**config.mk**
```make
export PLATFORM = sky130hd
export DESIGN_NAME = arbitro_rr_mux4x1
export DESIGN_NICKNAME = d
export VERILOG_FILES = /design/src/rtl/arbitro_rr_mux4x1.sv
export SDC_FILE = /design/constraint.sdc
export NUM_CORES = 1
export LEC_CHECK = 0
export BUFFER_PORTS_ARGS = -buffer_cell sky130_fd_sc_hd__buf_4
export CAP_MARGIN = 20
export CELL_PAD_IN_SITES_DETAIL_PLACEMENT = 0
export CELL_PAD_IN_SITES_GLOBAL_PLACEMENT = 1
export CORE_ASPECT_RATIO = 0.7
export CORE_MARGIN = 10
export CORE_UTILIZATION = 38
export CTS_BUF_LIST = sky130_fd_sc_hd__clkbuf_8 sky130_fd_sc_hd__clkbuf_16
export DETAILED_ROUTE_END_ITERATION = 8
export PLACE_DENSITY_LB_ADDON = 0.1
export SETUP_SLACK_MARGIN = 0.05
export SLEW_MARGIN = 20
export SYNTH_ARGS = -nofsm -noshare
export SYNTH_HDL_FRONTEND = slang
export SYNTH_SLANG_ARGS = --single-unit
export TNS_END_PERCENT = 5
```
**constraint.sdc**
```tcl
create_clock -name clk -period 2.65 [get_ports clk]
set_input_delay 0.1325 -clock clk [delete_from_list [all_inputs] [get_ports clk]]
set_output_delay 0.1325 -clock clk [all_outputs]
set_load 0.005 [all_outputs]
```
**src/rtl/arbitro_rr_mux4x1.sv**
```systemverilog
// Round-robin arbiter/sequencer for the 4x1 memory mux. Serves each requesting
// lane for a burst of at most BURST_MAX transfers, then rotates to the next requester.
module arbitro_rr_mux4x1 #(
  parameter int BURST_MAX = 4
) (
  input  logic       clk,
  input  logic       reset_L,
  input  logic [3:0] req,
  output logic [3:0] grant,
  output logic [1:0] selector4x1,
  output logic       valid_input,
  output logic       busy
);

  localparam int CW = $clog2(BURST_MAX) + 1;

  typedef enum logic {
    IDLE  = 1'b0,
    GRANT = 1'b1
  } state_t;

  state_t          state_q, state_d;
  logic [1:0]      cur_q, cur_d;
  logic [1:0]      last_q, last_d;
  logic [CW-1:0]   bcnt_q, bcnt_d;
  logic            rel;

  // First requesting lane at or after s (wrapping); scanning downward lets the
  // lowest offset win. Returns s when nothing requests; callers guard on req != 0.
  function automatic logic [1:0] rr_search(input logic [3:0] r, input logic [1:0] s);
    logic [1:0] idx;
    rr_search = s;
    for (int k = 3; k >= 0; k--) begin
      idx = s + 2'(k);
      if (r[idx]) rr_search = idx;
    end
  endfunction

  // NOTE: sequential state uses non-blocking assignments so every register
  // samples the values from before the edge, independent of statement order.
  always_ff @(posedge clk) begin
    if (!reset_L) begin
      state_q <= IDLE;
      cur_q   <= 2'd0;
      last_q  <= 2'd3;
      bcnt_q  <= '0;
    end else begin
      state_q <= state_d;
      cur_q   <= cur_d;
      last_q  <= last_d;
      bcnt_q  <= bcnt_d;
    end
  end

  assign rel = !req[cur_q] || (valid_input && (bcnt_q == CW'(BURST_MAX - 1)));

  // NOTE: every signal written here gets a default first, so no path through
  // the case statement can leave one unassigned and infer a latch.
  always_comb begin
    state_d = state_q;
    cur_d   = cur_q;
    last_d  = last_q;
    bcnt_d  = bcnt_q;
    unique case (state_q)
      IDLE: begin
        if (req != 4'b0000) begin
          state_d = GRANT;
          cur_d   = rr_search(req, last_q + 2'd1);
          bcnt_d  = '0;
        end
      end
      GRANT: begin
        if (!rel) begin
          bcnt_d = bcnt_q + CW'(valid_input);
        end else begin
          last_d = cur_q;
          bcnt_d = '0;
          // The current lane is examined last, so a sole requester keeps
          // streaming with no bubble between bursts.
          if (req == 4'b0000) state_d = IDLE;
          else                cur_d   = rr_search(req, cur_q + 2'd1);
        end
      end
      default: state_d = IDLE;
    endcase
  end

  always_comb begin
    busy        = (state_q == GRANT);
    grant       = busy ? (4'b0001 << cur_q) : 4'b0000;
    selector4x1 = cur_q;
    valid_input = busy && req[cur_q];
  end

endmodule
```
==> impl_metrics.toml, run 1 <==
[run_status]
outcome = "finished, final reports clean"

[synthesis]
dominant_combinational_cell_family_by_area_after_synthesis = "compound AO/OA/AOI/OAI gates"
xor_xnor_share_of_the_synthesized_area = 0
synth_area_um2 = 708
syn_nets = 101
synth.yosys.seq_area_share = 0.226
post_synth.cell_area_avg_um2 = 7.96
yosys.area_share.adder = 0.106
synth-async-reset-ratio = 0
synth_ff_type = "sky130_fd_sc_hd__dfxtp_1"
synth_enable_flop_cells = 0
synth.mux.area_fraction = 0.0318
netlist.area_leader.share = 0.226
synthDistinctLibCells = 34
ys_ff_latch = 8
synth_area_in_simple_gates = 0.246
yosysTopAreaCell = "sky130_fd_sc_hd__dfxtp_1"
cells_after_synth = 89
yosysWarnings = 0
synth-compound-area-share = 0.320
ys_top_cells_by_area = "sky130_fd_sc_hd__dfxtp_1, sky130_fd_sc_hd__ha_1, sky130_fd_sc_hd__a21oi_1, sky130_fd_sc_hd__and2_1, sky130_fd_sc_hd__o21ai_0"

[route]
drt-wirelength-per-cell_um = 14.3
ant_nets = 0
vias_post_dr = 646
avgViaCountPerCell = 5.30
routed_wirelength_mm = 1.75
first_iter_violations = 53
drc_errors = 0
drt_pre_antenna_iters = 4

[global_routing]
grt_max_degree = 16
via_count_of_the_first_global_routing_pass = 566
groute.usage.overall = 0.0869
global_route_wire_length_before_repair_mm = 2.88
globalRouteOverflowTotal = 0
grt_antenna_before_repair = 0

[place]
io_buffers = 13
finalWeightedCongestion = 0.791
place.detailed.hpwl_mm = 1.30
dpl_worst_slack_ns = 0.555

[clocking]
postCtsSetupRepairBufs = 0
tritoncts.num_buffers = 3
cts_root_buffer = "sky130_fd_sc_hd__clkbuf_8"
clockBufferDepth = 2
insertion_delay_ns = 0.23
htree_levels = 1
clock_sink_count = 8
postCtsResizedCells = 0
clock_tree_from_tritoncts = "done"
path_clk_slew_ns = 0.04
post_cts_hold_buffer_count = 0

[floorplan]
die_area_um2 = 4020
boundaryPins = 14
die_w_um = 71.6
core.rowCount = 12
core-area_um2 = 1670
initial_core_utilization = 0.425
die_h_um = 56.1

[sta]
fin_crit_sh = 0.797
fin_ws_ns = 0.539
timing.slew.headroom = 0.782
setup_violations = 0
slew_viol_final = 0
min_period_ns = 2.11
unrepaired_setup_endpoints_after_global_routing = "no"
worst_slew_pin_slew_ns = 0.326
maxClockFrequency_mhz = 474
setup-tns-final_ns = 0
finalHoldWorstSlack_ns = 0.164
finalHoldViolations = 0
finClkSkew_ns = 0.000944

[finish]
flow.area_growth_from_synthesis_pct = 19.4
layout_commonest_cell = "sky130_fd_sc_hd__buf_4"
design.final.nets = 115
fin_util = 0.508
layout.cells.most_common_list = "sky130_fd_sc_hd__buf_4, sky130_fd_sc_hd__a21oi_1, sky130_fd_sc_hd__nor2_1, sky130_fd_sc_hd__dfxtp_1, sky130_fd_sc_hd__nand2_1"
diodes = 0
post_route_cells_drive_above_1_share = 0.228

[critical_path]
timing.critical_path.slowest_cell_delay_ns = 0.58
critical_path_start_end_classification = "reg2reg"
required_ns = 2.77
critPathSlowestCell = "sky130_fd_sc_hd__mux4_2"
timing.rr.end = "bcnt_q[1]"
critical_path.endpoint = "bcnt_q[1]"
critical_path.reg2reg.startpoint = "selector4x1[0]"
worstSetupEndpointType = "flip-flop"
critPathArrivalTime_ns = 2.23
r2r_cells = 6
cpMostUsedCell = "sky130_fd_sc_hd__ha_1"
critical_path.startpoint_type = "flip-flop"
cp-startpoint = "selector4x1[0]"
crit_path_cell_trace = "mux4_2, and2_2, ha_1, ha_1, a22oi_1, nor2b_1"
critical_path.max_fanout = 9
rrSetupSlack_ns = 0.54

[power_and_ir_drop]
p_leak_nw = 0.361
power.total_mw = 0.447
power-per-cell-area_nw_per_um2 = 528
vdd_drop_max_mv = 0.288

[flow_run]
drv_cap = 0

[min_path]
hp-class = "in2reg"
flip-flops by register name, summed over array words and instances (netlist names):
name         flops
bcnt_q           3
last_q           2
selector4x1      2
busy             1
report_power, final:
group | switching, mW | internal (mW) | leakage (nW)
Clock | 0.0517 | 0.0988 | 0.0216
Sequential | 0.0184 | 0.131 | 0.0658
Combinational | 0.0730 | 0.0736 | 0.273
Total | 0.143 | 0.304 | 0.361
per-layer routing:
layer  vias to the layer above  GRT usage  part of all wire
met4                         0     0.0164            0.0023
met1                       291      0.131              0.55
li1                        339          -                 -
met2                        14      0.103              0.40
met3                         2     0.0409             0.049
met5                         -          0                 0
critical path, delay by kind of cell (launching register included):
kind / cells / cell delay, ns
AO/OA/AOI/OAI: 1 / 0.16
multiplexers: 1 / 0.58
AND/OR/NAND/NOR: 2 / 0.28
adder cells (fa/ha/maj): 2 / 0.47
flip-flops: 1 / 0.50
worst min-delay path by stage:
stage                        from   endpoint  slack [ns]  cells after the start
after global routing      reset_L  last_q[0]        0.18                      2
after floorplan           reset_L  last_q[0]        0.22                      1
after detailed placement  reset_L  last_q[0]        0.40                      2
after global placement    reset_L  last_q[0]        0.40                      2
final                     reset_L  last_q[0]        0.16                      2
after CTS                 reset_L  last_q[0]        0.16                      2
synthesized netlist by cell type, types with 2 or more instances:
library cell	number
sky130_fd_sc_hd__nor2_1	8
sky130_fd_sc_hd__and2_1	5
sky130_fd_sc_hd__nand2_1	7
sky130_fd_sc_hd__nor2b_1	4
sky130_fd_sc_hd__ha_1	6
sky130_fd_sc_hd__dfxtp_1	8
sky130_fd_sc_hd__a22oi_1	2
sky130_fd_sc_hd__o211ai_1	3
sky130_fd_sc_hd__clkbuf_1	2
sky130_fd_sc_hd__nand2b_1	2
sky130_fd_sc_hd__a21oi_1	10
sky130_fd_sc_hd__inv_1	4
sky130_fd_sc_hd__o21ai_0	6
sky130_fd_sc_hd__buf_6	2
cells by family (layout without fill, tap and decap cells):
family | after synthesis | count (layout)
compound gates | 33 | 33
fa+ha+maj | 6 | 6
simple gates | 32 | 32
flops | 8 | 8
mux | 1 | 1
buf+inv | 9 | 21
through the flow:
step / cell area, um2 / instances
global placement: 805 / 119
finish: 846 / 122
CTS: 846 / 122
global route: 846 / 122
detailed placement: 805 / 119
floorplan: 708 / 89
final cells by class:
cell class                 instances  area (um2)
sequential                         8         160
timing repair buffer              14         105
clock buffer                       3        41.3
multi-input combinational         72         498
tap                               21        26.3
inverter                           4        15.0
fill                             167         821
(Power assumes the default switching activity.)
==> run 2: changes to the inputs <==
==> constraint.sdc (replaced) <==
create_clock -name clk -period 2 [get_ports clk]
set_input_delay 0.1 -clock clk [delete_from_list [all_inputs] [get_ports clk]]
set_output_delay 0.1 -clock clk [all_outputs]
set_load 0.005 [all_outputs]
==> impl_metrics.toml, run 2 (same netlist as run 1, synthesis figures left out) <==
[clocking]
clock_sink_count = 8
postCtsSetupRepairBufs = 0
clockBufferDepth = 2
tritoncts.num_buffers = 3
cts_root_buffer = "sky130_fd_sc_hd__clkbuf_8"
htree_levels = 1
insertion_delay_ns = 0.23
path_clk_slew_ns = 0.04
postCtsResizedCells = 0
clock_tree_from_tritoncts = "done"
post_cts_hold_buffer_count = 0

[critical_path]
rrSetupSlack_ns = 0.13
r2r_cells = 6
critical_path.reg2reg.startpoint = "selector4x1[0]"
critical_path_start_end_classification = "reg2reg"
critPathArrivalTime_ns = 1.99
critical_path.max_fanout = 3
worstSetupEndpointType = "flip-flop"
critical_path.startpoint_type = "flip-flop"
cp-startpoint = "selector4x1[0]"
timing.rr.end = "bcnt_q[1]"
required_ns = 2.12

[min_path]
whs_path_depth = 2
worst_hold_path.endpoint = "last_q[0]"
hold_start = "reset_L"
hp-class = "in2reg"

[sta]
fin_crit_sh = 0.933
maxClockFrequency_mhz = 536
unrepaired_setup_endpoints_after_global_routing = "no"
worst_slew_pin_slew_ns = 0.302
min_period_ns = 1.87
timing.slew.headroom = 0.798
finalHoldWorstSlack_ns = 0.129
finalHoldViolations = 0
finClkSkew_ns = 0.00168
fin_ws_ns = 0.134
setup-tns-final_ns = 0
slew_viol_final = 0
setup_violations = 0

[global_routing]
grt_antenna_before_repair = 0
grt_max_degree = 15
globalRouteOverflowTotal = 0
groute.usage.overall = 0.0886
global_route_wire_length_before_repair_mm = 2.89
via_count_of_the_first_global_routing_pass = 608

[power_and_ir_drop]
p_switching_mw = 0.196
power.share.switching = 0.324
power.total_mw = 0.603
power.share.sequential = 0.321
portion_of_total_power_attributed_to_the_clock_network = 0.333
intPower_mw = 0.408
vdd_drop_max_mv = 0.438
p_leak_nw = 0.366
power-per-cell-area_nw_per_um2 = 706
power.share.combinational = 0.346

[finish]
filler_cell_count = 172
layout.cells.most_common_list = "sky130_fd_sc_hd__buf_4, sky130_fd_sc_hd__a21oi_1, sky130_fd_sc_hd__nor2_1, sky130_fd_sc_hd__nand2_1, sky130_fd_sc_hd__dfxtp_1"
flow.area_growth_from_synthesis_pct = 20.7
regMostFlops = "bcnt_q"
count_of_non_filler_cells_in_the_finished_layout = 123
design.final.nets = 116
post_route_cells_drive_above_1_share = 0.245
number_of_flip_flops_in_the_largest_register = 3
layout_commonest_cell = "sky130_fd_sc_hd__buf_4"
diodes = 0

[route]
drt_pre_antenna_iters = 4
detailroute.wirelength.met2_um = 803
detailed_route_wire_length_on_metal_1_um = 891
routed_wirelength_mm = 1.83
wl_met3_um = 106
first_iter_violations = 42
drc_errors = 0
drt-wirelength-per-cell_um = 14.9
routed.top_layer = "met4"
ant_nets = 0
vias_post_dr = 700
avgViaCountPerCell = 5.69

[place]
dpl_worst_slack_ns = 0.136
io_buffers = 13
finalWeightedCongestion = 0.800
numPlacedInstances = 120
place.detailed.hpwl_mm = 1.31

[floorplan]
die_w_um = 71.6
initial_core_utilization = 0.425
boundaryPins = 14
core.rowCount = 12
die_area_um2 = 4020
die_h_um = 56.1
core-area_um2 = 1670

[run_status]
outcome = "finished, final reports clean"

[flow_run]
drv_cap = 0
-- run 2: changes by cell type in the layout (fill, tap and decap cells not counted), sizes merged --
cell,before,now
buf,14,15
-- run 2: layout make-up --
type	instances	area [um2]	share of cell area
multi-input cells	72	498	0.583
well taps	21	26.3	0.0307
clock buffers	3	41.3	0.0483
repair buffers	15	113	0.132
inverters	4	15.0	0.0176
flip-flops and latches	8	161	0.189
-- run 2: power groups by stage --
stage / logic [mW] / clock network [mW] / registers [mW]
finish: 0.209 / 0.201 / 0.194
global route: 0.235 / 0.214 / 0.195
CTS: 0.209 / 0.204 / 0.193
detailed placement: 0.207 / 0 / 0.196
global placement: 0.206 / 0 / 0.195
floorplan: 0.135 / 0 / 0.197
-- run 2: worst max-delay path by stage --
stage,to,depth (start not counted)
2_1_floorplan,bcnt_q[1],6
3_3_place_gp,bcnt_q[1],6
3_5_place_dp,bcnt_q[1],6
4_1_cts,bcnt_q[1],6
5_1_grt,bcnt_q[1],6
6_report,bcnt_q[1],6
-- run 2: through the flow --
stage	util	area, um2
detailed placement	0.488	813
finish	0.513	855
global route	0.513	855
global placement	0.488	813
floorplan	-	709
CTS	0.513	855
-- run 2: metal layers --
metal / vias to the layer above / GRT usage
li1: 345 / -
met1: 332 / 0.114
met2: 18 / 0.118
met3: 5 / 0.0427
met4: 0 / 0.0411
met5: - / 0
-- run 2: critical path, cell delays in order (launching register included) --
cell and delay [ns]:
sky130_fd_sc_hd__dfxtp_2 0.33, sky130_fd_sc_hd__mux4_2 0.51, sky130_fd_sc_hd__and2_2 0.22, sky130_fd_sc_hd__ha_1 0.19, sky130_fd_sc_hd__ha_1 0.26, sky130_fd_sc_hd__a22oi_1 0.17, sky130_fd_sc_hd__nor2b_1 0.06
